===== src/rtl/output_packer_if.sv =====
// Memory write port of output_packer: valid/ready request carrying a word address and packed data.
interface output_packer_if #(
    parameter int unsigned ADDR_WIDTH     = 16,
    parameter int unsigned MEM_DATA_WIDTH = 32
);
    logic                      mem_wr_valid;
    logic                      mem_wr_ready;
    logic [ADDR_WIDTH-1:0]     mem_wr_addr;
    logic [MEM_DATA_WIDTH-1:0] mem_wr_data;

    modport master (
        output mem_wr_valid,
        output mem_wr_addr,
        output mem_wr_data,
        input  mem_wr_ready
    );

    modport slave (
        input  mem_wr_valid,
        input  mem_wr_addr,
        input  mem_wr_data,
        output mem_wr_ready
    );
endinterface


===== src/rtl/output_packer.sv =====
// Captures one PE-array result vector and writes it out as packed memory words, lane 0 first.
// Optional ReLU clamp at capture time: define OUTPUT_PACKER_RELU_EN to add the relu_en port.
module output_packer #(
    parameter int unsigned N_DIM_ARRAY    = 8,
    parameter int unsigned ACT_DATA_WIDTH = 8,
    parameter int unsigned MEM_DATA_WIDTH = 32,
    parameter int unsigned ADDR_WIDTH     = 16,
    localparam int unsigned EPW           = MEM_DATA_WIDTH / ACT_DATA_WIDTH,
    localparam int unsigned NV_W          = $clog2(N_DIM_ARRAY + 1)
) (
    input  logic                                           clk,
    input  logic                                           reset,
    input  logic                                           clear,
    input  logic                                           set_base,
    input  logic [ADDR_WIDTH-1:0]                          base_addr,
    input  logic                                           capture_valid,
    output logic                                           capture_ready,
    input  logic [NV_W-1:0]                                num_valid,
    // Lanes are two's-complement; only the sign bit is ever inspected.
    input  logic [N_DIM_ARRAY-1:0][ACT_DATA_WIDTH-1:0]     output_array,
`ifdef OUTPUT_PACKER_RELU_EN
    input  logic                                           relu_en,
`endif
    output_packer_if.master                                mem,
    output logic                                           done,
    output logic [ADDR_WIDTH-1:0]                          words_written
);

    localparam int unsigned NW_MAX = (N_DIM_ARRAY + EPW - 1) / EPW;
    localparam int unsigned KW     = (NW_MAX > 1) ? $clog2(NW_MAX) : 1;

    typedef enum logic [0:0] {StIdle, StDrain} state_e;

    state_e                                  state_q;
    logic [NW_MAX-1:0][MEM_DATA_WIDTH-1:0]   vec_q, vec_d;
    logic [KW-1:0]                           k_q, last_k_q, last_k_d;
    logic [ADDR_WIDTH-1:0]                   addr_q, words_q;
    logic                                    valid_q;
    logic [MEM_DATA_WIDTH-1:0]               word_data;
    logic [ACT_DATA_WIDTH-1:0]               lane_val;
    int                                      nv_eff;
    logic                                    abort, accept, last_accept, capture, relu;

`ifdef OUTPUT_PACKER_RELU_EN
    assign relu = relu_en;
`else
    assign relu = 1'b0;
`endif

    // Abort gates acceptance so an abandoned write never counts or pulses done.
    assign abort         = reset | clear;
    assign accept        = valid_q & mem.mem_wr_ready & ~abort;
    assign last_accept   = accept & (k_q == last_k_q);
    assign capture_ready = (state_q == StIdle) | last_accept;
    assign capture       = capture_valid & capture_ready & ~abort;
    assign done          = last_accept;

    assign mem.mem_wr_valid = valid_q;
    assign mem.mem_wr_addr  = addr_q;
    assign mem.mem_wr_data  = word_data;
    assign words_written    = words_q;

    // Zero-fill unused lanes at capture so draining is a plain word select.
    always_comb begin
        vec_d    = '0;
        lane_val = '0;
        if (num_valid == '0 || num_valid > NV_W'(N_DIM_ARRAY)) begin
            nv_eff = int'(N_DIM_ARRAY);
        end else begin
            nv_eff = int'(32'(num_valid));
        end
        for (int l = 0; l < int'(N_DIM_ARRAY); l++) begin
            lane_val = output_array[l];
            if (relu && lane_val[ACT_DATA_WIDTH-1]) begin
                lane_val = '0;
            end
            if (l < nv_eff) begin
                vec_d[l / int'(EPW)][(l % int'(EPW)) * int'(ACT_DATA_WIDTH) +: ACT_DATA_WIDTH] =
                    lane_val;
            end
        end
        last_k_d = KW'((nv_eff + int'(EPW) - 1) / int'(EPW) - 1);
    end

    always_comb begin
        word_data = '0;
        for (int w = 0; w < int'(NW_MAX); w++) begin
            if (k_q == KW'(w)) begin
                word_data = vec_q[w];
            end
        end
    end

    always_ff @(posedge clk) begin
        if (abort) begin
            state_q  <= StIdle;
            vec_q    <= '0;
            k_q      <= '0;
            last_k_q <= '0;
            addr_q   <= '0;
            words_q  <= '0;
            valid_q  <= 1'b0;
        end else begin
            unique case (state_q)
                StIdle: begin
                    if (set_base) begin
                        addr_q <= base_addr;
                    end
                    if (capture) begin
                        vec_q    <= vec_d;
                        k_q      <= '0;
                        last_k_q <= last_k_d;
                        valid_q  <= 1'b1;
                        state_q  <= StDrain;
                    end
                end
                StDrain: begin
                    if (accept) begin
                        addr_q  <= addr_q + ADDR_WIDTH'(1);
                        words_q <= words_q + ADDR_WIDTH'(1);
                        k_q     <= k_q + KW'(1);
                    end
                    // A capture here can only happen alongside the last acceptance.
                    if (capture) begin
                        vec_q    <= vec_d;
                        k_q      <= '0;
                        last_k_q <= last_k_d;
                    end else if (last_accept) begin
                        valid_q <= 1'b0;
                        state_q <= StIdle;
                    end
                end
                default: state_q <= StIdle;
            endcase
        end
    end

endmodule


===== src/flat_wrapper.sv =====
// flat-port wrapper written by rule: the top's interface ports become plain ports
module output_packer_flat 
#(
    parameter int unsigned N_DIM_ARRAY    = 8,
    parameter int unsigned ACT_DATA_WIDTH = 8,
    parameter int unsigned MEM_DATA_WIDTH = 32,
    parameter int unsigned ADDR_WIDTH     = 16,
    localparam int unsigned EPW           = MEM_DATA_WIDTH / ACT_DATA_WIDTH,
    localparam int unsigned NV_W          = $clog2(N_DIM_ARRAY + 1)
)
  (clk, reset, clear, set_base, base_addr, capture_valid, capture_ready, num_valid, output_array, done, words_written, mem_mem_wr_valid, mem_mem_wr_addr, mem_mem_wr_data, mem_mem_wr_ready);
  output_packer_if #(.ADDR_WIDTH(ADDR_WIDTH), .MEM_DATA_WIDTH(MEM_DATA_WIDTH)) mem_i ();
  input  logic clk;
  input  logic reset;
  input  logic clear;
  input  logic set_base;
  input  logic [ADDR_WIDTH-1:0] base_addr;
  input  logic capture_valid;
  output logic capture_ready;
  input  logic [NV_W-1:0] num_valid;
  input  logic [N_DIM_ARRAY-1:0][ACT_DATA_WIDTH-1:0] output_array;
  output logic done;
  output logic [ADDR_WIDTH-1:0] words_written;
  output wire logic [$bits(mem_i.mem_wr_valid)-1:0] mem_mem_wr_valid;
  output wire logic [$bits(mem_i.mem_wr_addr)-1:0] mem_mem_wr_addr;
  output wire logic [$bits(mem_i.mem_wr_data)-1:0] mem_mem_wr_data;
  input wire logic [$bits(mem_i.mem_wr_ready)-1:0] mem_mem_wr_ready;
  assign mem_mem_wr_valid = mem_i.mem_wr_valid;
  assign mem_mem_wr_addr = mem_i.mem_wr_addr;
  assign mem_mem_wr_data = mem_i.mem_wr_data;
  assign mem_i.mem_wr_ready = mem_mem_wr_ready;
  output_packer #(.N_DIM_ARRAY(N_DIM_ARRAY), .ACT_DATA_WIDTH(ACT_DATA_WIDTH), .MEM_DATA_WIDTH(MEM_DATA_WIDTH), .ADDR_WIDTH(ADDR_WIDTH)) u_core (.clk(clk), .reset(reset), .clear(clear), .set_base(set_base), .base_addr(base_addr), .capture_valid(capture_valid), .capture_ready(capture_ready), .num_valid(num_valid), .output_array(output_array), .mem(mem_i), .done(done), .words_written(words_written));
endmodule

===== config.mk =====
export PLATFORM = sky130hd
export DESIGN_NAME = output_packer_flat
export DESIGN_NICKNAME = d
export VERILOG_FILES = /design/src/rtl/output_packer_if.sv /design/src/rtl/output_packer.sv /design/src/flat_wrapper.sv
export SDC_FILE = /design/constraint.sdc
export NUM_CORES = 1
export LEC_CHECK = 0
export ABC_CLOCK_PERIOD_IN_PS = 4540
export CAP_MARGIN = 30
export CORE_UTILIZATION = 40
export CTS_CLUSTER_SIZE = 28
export DETAILED_ROUTE_END_ITERATION = 12
export PLACE_DENSITY_LB_ADDON = 0.15
export SETUP_SLACK_MARGIN = 0.2
export SYNTH_ARGS = -nofsm -noshare
export SYNTH_HDL_FRONTEND = slang
export SYNTH_SLANG_ARGS = --single-unit

===== constraint.sdc =====
create_clock -name clk -period 4.54 [get_ports clk]
set_input_delay 1.135 -clock clk [delete_from_list [all_inputs] [get_ports clk]]
set_output_delay 1.135 -clock clk [all_outputs]
set_load 0.005 [all_outputs]

==> results.toml, run 1 <==
[power_and_ir_drop]
ir_worst_vdd_mv = 0.1298
p_leak_nw = 2.230
p_int_mw = 1.282
powerDensity_nw_per_um2 = 275.5
p_clk_share_pct = 33.4
power_mw = 1.681
p_sw_share_pct = 23.71
seq_power_share_pct = 54.5
switchingPower_mw = 0.3986
p_comb_share_pct = 12.1

[global_routing]
antenna_found_initial = 0
grt_max_degree = 67
grt_pass1_vias = 3731
grt_first_pass_wirelength_um = 18170
overflow = 0
grt_util_all_layers_pct = 20.44

[worst_setup_path]
critical_path_class = "input pin to primary output"
max_stage_delay_ns = 0.59
critPathLaunchType = "input pin"
required_ns = 3.40
worstPathArrival_ns = 2.82
crit_path_end_kind = "primary output"
worst-path-max-fanout = 5
critPathMostFrequentCell = "clkdlybuf4s50_1"
cp_slowest_cell = "clkdlybuf4s50_1"
path_cells = "clkdlybuf4s50_1 -> nand4bb_1 -> o21ai_1 -> clkdlybuf4s50_1"

[floorplan]
initial_core_util_pct = 41.10
pin_count = 157
coreArea_um2 = 10320
die_x_um = 105.0
num_rows = 37
die_h_um = 105.0
die-area_um2 = 11020

[place]
numPortBuffers = 156
gp_congestion = 0.8159
place_inst = 698
hpwl_um = 7752
pre_cts_slack_ns = 0.6145

[sta]
slew_headroom_pct = 43.79
rsz0062_at_grt = "no"
skew_ns = 0.01324
worst_pin_slew_ns = 0.8415
finalHoldViolCount = 0
finalSetupTns_ns = 0
finalMaxSlewViolations = 0
setup_ws_ns = 0.5849
fin_crit_sh_pct = 87.12
finalSetupViolations = 0
max_freq_mhz = 252.8
min_period_ns = 3.955

[cts]
clock_path_buffers = 2
path_clk_slew_ns = 0.10
cts_resized = 0
tritoncts = "yes"
clock_latency_ns = 0.36
postCtsSetupBuffers = 0
holdBufCountCts = 0
clockRootBuffer = "clkbuf_8"
numCtsBuffers = 9
clock-sinks = 100
cts_max_level = 3

[layout]
layout-drive-gt1-share_pct = 10.23
finalNetCount = 666
n_antenna_cell = 0
syn2layout_area_growth_pct = 43.82
fin_cells = 713
seq_area_um2 = 2003
n_fill_cell = 920
multiInputGateArea_um2 = 2118

[detailed_routing]
drt-wirelength-per-cell_um = 15.41
vias = 3810
drt-pass1-iter-count = 4
via_per_inst = 5.344
ant_nets = 0
drt_wl_total_um = 10990
drc = 0
drt_iter0_drc = 159

[synthesis]
netlist_instances = 426
yosysSeqAreaShare_pct = 47.18
ys_ff_latch = 100
ys.flop_type = "dfxtp_1"
async_reset_ff_share_pct = 0
synthTopCellsByArea = "dfxtp_1, a22o_1, mux2_2"
netlist_area_um2 = 4243
synth_nets = 519
synth_edf_count = 0
synth_common_cells = "dfxtp_1, a22o_1, nor2_1"
yosys_warnings = 0
synth_top_area_cell = "dfxtp_1"
synth_top_area_share_pct = 47.18
synth_most_common_cell = "dfxtp_1"
avgSynthCellArea_um2 = 9.960
synthDistinctLibCells = 46

[hold_path]
hold_class = "flop to flop"

[outcome]
outcome = "finished clean"

[flow_run]
maxCapViolCount = 0
==> through the flow <==
step | utilization, % | hold slack (ns) | cell area (µm²)
floorplan | - | 0.4433 | 4243
global placement | 57.28 | 0.4547 | 5913
detailed placement | 57.28 | 0.4602 | 5913
CTS | 59.11 | 0.4863 | 6102
global route | 59.11 | 0.4929 | 6102
finish | 59.11 | 0.4799 | 6102
==> power groups by stage <==
stage          Sequential [mW]  Clock (mW)  Combinational, mW
6_report                 0.917       0.561              0.203
5_1_grt                  0.921       0.616              0.219
4_1_cts                  0.917       0.577              0.204
3_5_place_dp             0.937           0              0.204
3_3_place_gp             0.936           0              0.201
2_1_floorplan            0.933           0             0.0743
==> final timing paths <==
path                         from          endpoint  slack [ns]  cells past startpoint
setup / recovery            reset     capture_ready        0.58                      4
hold / removal    u_core.vec_q[6]   u_core.vec_q[6]        0.48                      1
setup reg to reg       u_core.k_q  u_core.vec_q[41]        2.02                      5
hold reg to reg   u_core.vec_q[6]   u_core.vec_q[6]        0.48                      1
==> logic make-up after synthesis <==
group / count (synthesis) / synth area share [%]
AOI/OAI and AO/OA: 114 / 21.00
xor gates and xnor gates: 16 / 3.303
adders and majority gates: 3 / 0.8848
buffers and inverters: 30 / 3.155
DFF: 100 / 47.18
muxes: 40 / 10.38
and+or+nand+nor: 123 / 14.10
==> cell type report <==
type / count / share of cell area [%]
clock inverters: 5 / 1.005
flip-flops and latches: 100 / 32.83
inverters: 4 / 0.2461
well taps: 136 / 2.789
clock buffers: 10 / 2.091
repair buffers: 162 / 26.33
multi-input cells: 296 / 34.71
==> routing by layer <==
| layer | wire length [µm] | vias to the layer above | global-route usage [%] | share of wire, % |
|---|---|---|---|---|
| li1 | - | 1878 | - | - |
| met1 | 5131 | 1809 | 25.98 | 47 |
| met2 | 5090 | 117 | 33.77 | 46 |
| met3 | 711 | 6 | 6.425 | 6.5 |
| met4 | 55 | 0 | 4.628 | 0.50 |
| met5 | 0 | - | 0 | 0 |
==> state kept, by name, indices dropped and copies added (netlist names) <==
signal and flops:
u_core.last_k_q 1, u_core.mem.mem_wr_addr 16, u_core.words_written 16, u_core.mem.mem_wr_valid 1, u_core.k_q 1, u_core.state_q 1
u_core.vec_q 64
==> worst max-delay path: cells and delay by family <==
kind / cells / cell delay (ns)
buffers and inverters: 2 / 1.03
AO/OA/AOI/OAI: 1 / 0.42
AND/OR/NAND/NOR: 1 / 0.23
==> layout by cell type (no fill, tap or decap), types with 9 or more instances in the layout <==
cell and instances:
dfxtp_1 99, nand3_1 12, nor2_1 38, nand2_1 34
mux2_2 32, a22o_1 65, clkbuf_8 9, clkdlybuf4s50_1 156
a21oi_1 12
(Power assumes the default switching activity.)
==> run 2, diff against run 1 <==
- ABC_CLOCK_PERIOD_IN_PS: 4540 -> unset
- RECOVER_POWER: unset -> 100
- clock period: 4.54 -> 3.2 ns (I/O delays scaled with it)
==> results.toml, run 2 (synthesized netlist as in run 1, its figures left out) <==
[outcome]
outcome = "finished clean"

[cts]
clock_latency_ns = 0.36
tritoncts = "yes"
cts_max_level = 3
path_clk_slew_ns = 0.09
numCtsBuffers = 9
clock_path_buffers = 2
clockRootBuffer = "clkbuf_8"
clock-sinks = 100
holdBufCountCts = 0

[sta]
rsz0062_at_grt = "no"
worst_pin_slew_ns = 0.8183
finalHoldViolCount = 0
finalSetupViolations = 0
finalSetupTns_ns = 0
max_freq_mhz = 329.6
min_period_ns = 3.034
finalMaxSlewViolations = 0
fin_crit_sh_pct = 94.81
skew_ns = 0.008447
slew_headroom_pct = 45.45

[detailed_routing]
vias = 3874
ant_nets = 0
drt-wirelength-per-cell_um = 15.19
drt-pass1-iter-count = 4
via_per_inst = 5.329
drt_wl_total_um = 11050
drt_iter0_drc = 141
drc = 0

[floorplan]
num_rows = 37
die-area_um2 = 11020
coreArea_um2 = 10320
die_h_um = 105.0
initial_core_util_pct = 41.10
die_x_um = 105.0
pin_count = 157

[worst_setup_path]
critPathLaunchType = "input pin"
path_cells = "dlygate4sd3_1 -> nand4bb_4 -> nor2_4 -> clkdlybuf4s50_1"
worst-path-buf-inv = 2
critical_path_class = "input pin to primary output"
reg2reg_setup_slack_ns = 1.05
required_ns = 2.40
cp_top_family = "buffers and inverters"
max_stage_delay_ns = 0.57
cp_slowest_cell = "dlygate4sd3_1"
worst-path-max-fanout = 3
crit_path_end_kind = "primary output"
worstPathArrival_ns = 2.23

[layout]
finalNetCount = 680
top_register = "u_core.vec_q"
layout-drive-gt1-share_pct = 11.68
layout_commonest_cell = "clkdlybuf4s50_1"
fin_cells = 727
largest_reg_flops = 64
syn2layout_area_growth_pct = 46.80
n_antenna_cell = 0
mostFrequentLayoutCells = "clkdlybuf4s50_1, dfxtp_1, a22o_1, dlygate4sd3_1, nor2_1"

[power_and_ir_drop]
ir_worst_vdd_mv = 0.3447
p_leak_nw = 2.451
powerDensity_nw_per_um2 = 394.9

[global_routing]
overflow = 0
grt_max_degree = 67
grt_pass1_vias = 3791
met3_usage_pct = 6.862
globalRoute.busiestLayer = "met2"
antenna_found_initial = 0
grtUsageMet1_pct = 26.72
grt_util_all_layers_pct = 20.77
use_met2_pct = 32.97
grt_first_pass_wirelength_um = 18460

[place]
gp_congestion = 0.8092
hpwl_um = 7869
numPortBuffers = 156
place_inst = 711

[hold_path]
hold_class = "flop to flop"

[flow_run]
maxCapViolCount = 0
run 2: where the power goes:
group | leakage [nW] | total (mW) | internal, mW | switching [mW]
combinational | 1.54 | 0.290 | 0.183 | 0.106
sequential | 0.811 | 1.30 | 1.28 | 0.0260
clock | 0.103 | 0.867 | 0.441 | 0.426
total | 2.45 | 2.46 | 1.90 | 0.559
run 2: per-stage QoR:
| step | utilization, % | setup WS, ns | power (mW) | hold WS (ns) | cell area (µm²) |
|---|---|---|---|---|---|
| after floorplan | - | 0.8341 | 1.430 | 0.4433 | 4243 |
| after global placement | 58.47 | 0.2528 | 1.621 | 0.4548 | 6036 |
| after detailed placement | 58.47 | 0.2151 | 1.626 | 0.4619 | 6036 |
| after CTS | 60.53 | 0.2036 | 2.498 | 0.4880 | 6248 |
| after global routing | 60.33 | 0.1219 | 2.582 | 0.4999 | 6228 |
| final | 60.33 | 0.1661 | 2.460 | 0.4805 | 6228 |
run 2: routing by layer:
| layer | wire [µm] | up-vias | part of all wire, % |
|---|---|---|---|
| li1 | - | 1906 | - |
| met1 | 5097 | 1832 | 46 |
| met2 | 5020 | 123 | 45 |
| met3 | 787 | 13 | 7.1 |
| met4 | 140 | 0 | 1.3 |
| met5 | 0 | - | 0 |
run 2: layout make-up:
| class | instances | area (µm²) |
|---|---|---|
| fill | 887 | 4095 |
| clock inverter | 5 | 85.08 |
| sequential | 100 | 2002 |
| multi-input combinational | 296 | 2123 |
| clock buffer | 10 | 127.6 |
| timing repair buffer | 176 | 1705 |
| tap | 136 | 170.2 |
| inverter | 4 | 15.01 |
run 2: repair_timing:
item	CTS	global route
gates resized for setup	0	5
buffers inserted	0	1
endpoints found under the setup margin	0	2
run 2: worst paths after layout:
kind | from | end | cells after the start
setup / recovery | clear | done | 4
hold / removal | u_core.vec_q[18] | u_core.vec_q[18] | 1
setup reg to reg | u_core.k_q | u_core.vec_q[24] | 7
hold reg to reg | u_core.vec_q[18] | u_core.vec_q[18] | 1
==> run 3, diff against run 2 <==
- CELL_PAD_IN_SITES_DETAIL_PLACEMENT: unset -> 1
- CELL_PAD_IN_SITES_GLOBAL_PLACEMENT: unset -> 1
- CORE_UTILIZATION: 40 -> 30
==> results.toml, run 3 (synthesized netlist as in run 1, its figures left out) <==
[detailed_routing]
drt-wirelength-per-cell_um = 16.76
drc = 0
via_per_inst = 5.099
ant_nets = 0
drt_iter0_drc = 170
drt-pass1-iter-count = 4
vias = 3931
drt_wl_total_um = 12920

[power_and_ir_drop]
ir_worst_vdd_mv = 0.2127
p_comb_share_pct = 10.9
p_leak_nw = 2.534
switchingPower_mw = 0.5991
powerDensity_nw_per_um2 = 415.5
seq_power_share_pct = 49.7
p_sw_share_pct = 22.80
p_int_mw = 2.028
p_clk_share_pct = 39.4

[floorplan]
initial_core_util_pct = 30.69
num_rows = 43
die_x_um = 120.9
die-area_um2 = 14620
coreArea_um2 = 13830
die_h_um = 120.9
pin_count = 157

[global_routing]
grt_max_degree = 67
grt_pass1_vias = 4085
grt_util_all_layers_pct = 18.00
grt_first_pass_wirelength_um = 20530
antenna_found_initial = 0
overflow = 0

[sta]
fin_crit_sh_pct = 93.23
max_freq_mhz = 335.2
finalHoldViolCount = 0
finalSetupViolations = 0
rsz0062_at_grt = "no"
whs_ns = 0.4750
worst_pin_slew_ns = 0.7518
finalMaxSlewViolations = 0
slew_headroom_pct = 49.88
skew_ns = 0.006528
finalSetupTns_ns = 0
min_period_ns = 2.983

[worst_setup_path]
worstPathArrival_ns = 2.18
critical_path_class = "input pin to primary output"
rr_worst_depth = 6
worst-path-buf-inv = 2
max_stage_delay_ns = 0.57
critPathLaunchType = "input pin"
worst-path-max-fanout = 3
path_cells = "dlygate4sd3_1 -> nand4bb_1 -> o21ai_2 -> dlygate4sd2_1"
crit_path_end_kind = "primary output"
required_ns = 2.40
cp_num_cells = 4
cp_slowest_cell = "dlygate4sd3_1"
cp_top_family = "buffers and inverters"

[hold_path]
hold_class = "flop to flop"
min_path_cells = 1

[place]
numPortBuffers = 156
gp_congestion = 0.7906
hpwl_um = 9333

[cts]
cts_max_level = 3
clock_path_buffers = 2
clock-sinks = 100
tritoncts = "yes"
holdBufCountCts = 0
path_clk_slew_ns = 0.06
numCtsBuffers = 9
clock_latency_ns = 0.34
clockRootBuffer = "clkbuf_16"

[layout]
largest_reg_flops = 64
syn2layout_area_growth_pct = 49.04
n_fill_cell = 1581
layout_commonest_cell = "dfxtp_1"
mostFrequentLayoutCells = "dfxtp_1, clkdlybuf4s50_1, a22o_1, dlygate4sd3_1, nor2_1"
layout-drive-gt1-share_pct = 11.17
finalNetCount = 679
fin_util_pct = 45.73
top_register = "u_core.vec_q"
n_antenna_cell = 0

[outcome]
outcome = "finished clean"

[flow_run]
maxCapViolCount = 0
==> run 3: cell count changes in the layout (fill, tap and decap cells not counted), sizes merged, moves of 2 or more <==
cell,before,now
dlygate4sd3,47,64
buf,16,13
bufinv,2,0
clkbuf,14,19
clkdlybuf4s50,108,89
dlygate4sd2,0,3
==> run 3: timing repair <==
item / 4_1_cts / 5_1_grt
resized for setup: 6 / 0
setup endpoints to repair: 2 / 0
buffers inserted: 0 / 0
==> run 3: stage by stage <==
step / area (µm²) / worst slack, ns / instances / power (mW)
3_5_place_dp: 6103 / 0.08289 / 755 / 1.637
3_3_place_gp: 6103 / 0.08075 / 755 / 1.629
5_1_grt: 6324 / 0.1379 / 771 / 2.756
6_report: 6324 / 0.2166 / 771 / 2.628
4_1_cts: 6401 / 0.3120 / 771 / 2.684
2_1_floorplan: 4243 / 0.8341 / 426 / 1.430
==> run 3: cell type report <==
class / count / area [µm²] / area share, %
Multi-Input combinational cell: 296 / 2095 / 33.12
Sequential cell: 100 / 2003 / 31.68
Timing Repair Buffer: 175 / 1707 / 26.99
Clock buffer: 13 / 260.3 / 4.116
Tap cell: 180 / 225.2 / 3.562
Clock inverter: 3 / 18.77 / 0.2968
Inverter: 4 / 15.01 / 0.2374
==> run 3: path summary, 6_finish.rpt <==
kind	slack (ns)	endpoint	start
setup / recovery	0.22	capture_ready	clear
hold / removal	0.47	u_core.vec_q[32]	u_core.vec_q[32]
setup reg to reg	0.85	u_core.vec_q[15]	u_core.k_q
hold reg to reg	0.47	u_core.vec_q[32]	u_core.vec_q[32]
==> run 3: routing by layer <==
layer / GRT usage [%] / part of all wire [%] / vias up
met5: 0 / 0 / -
li1: - / - / 1904
met2: 30.43 / 49 / 120
met4: 5.247 / 0.53 / 0
met3: 5.733 / 7.0 / 5
met1: 21.70 / 44 / 1902
==> run 3: power by group through the flow <==
stage	sequential [mW]	combinational, mW	clock [mW]
global route	1.31	0.312	1.13
CTS	1.31	0.306	1.07
floorplan	1.32	0.105	0
finish	1.30	0.288	1.03
detailed placement	1.33	0.304	0
global placement	1.33	0.298	0
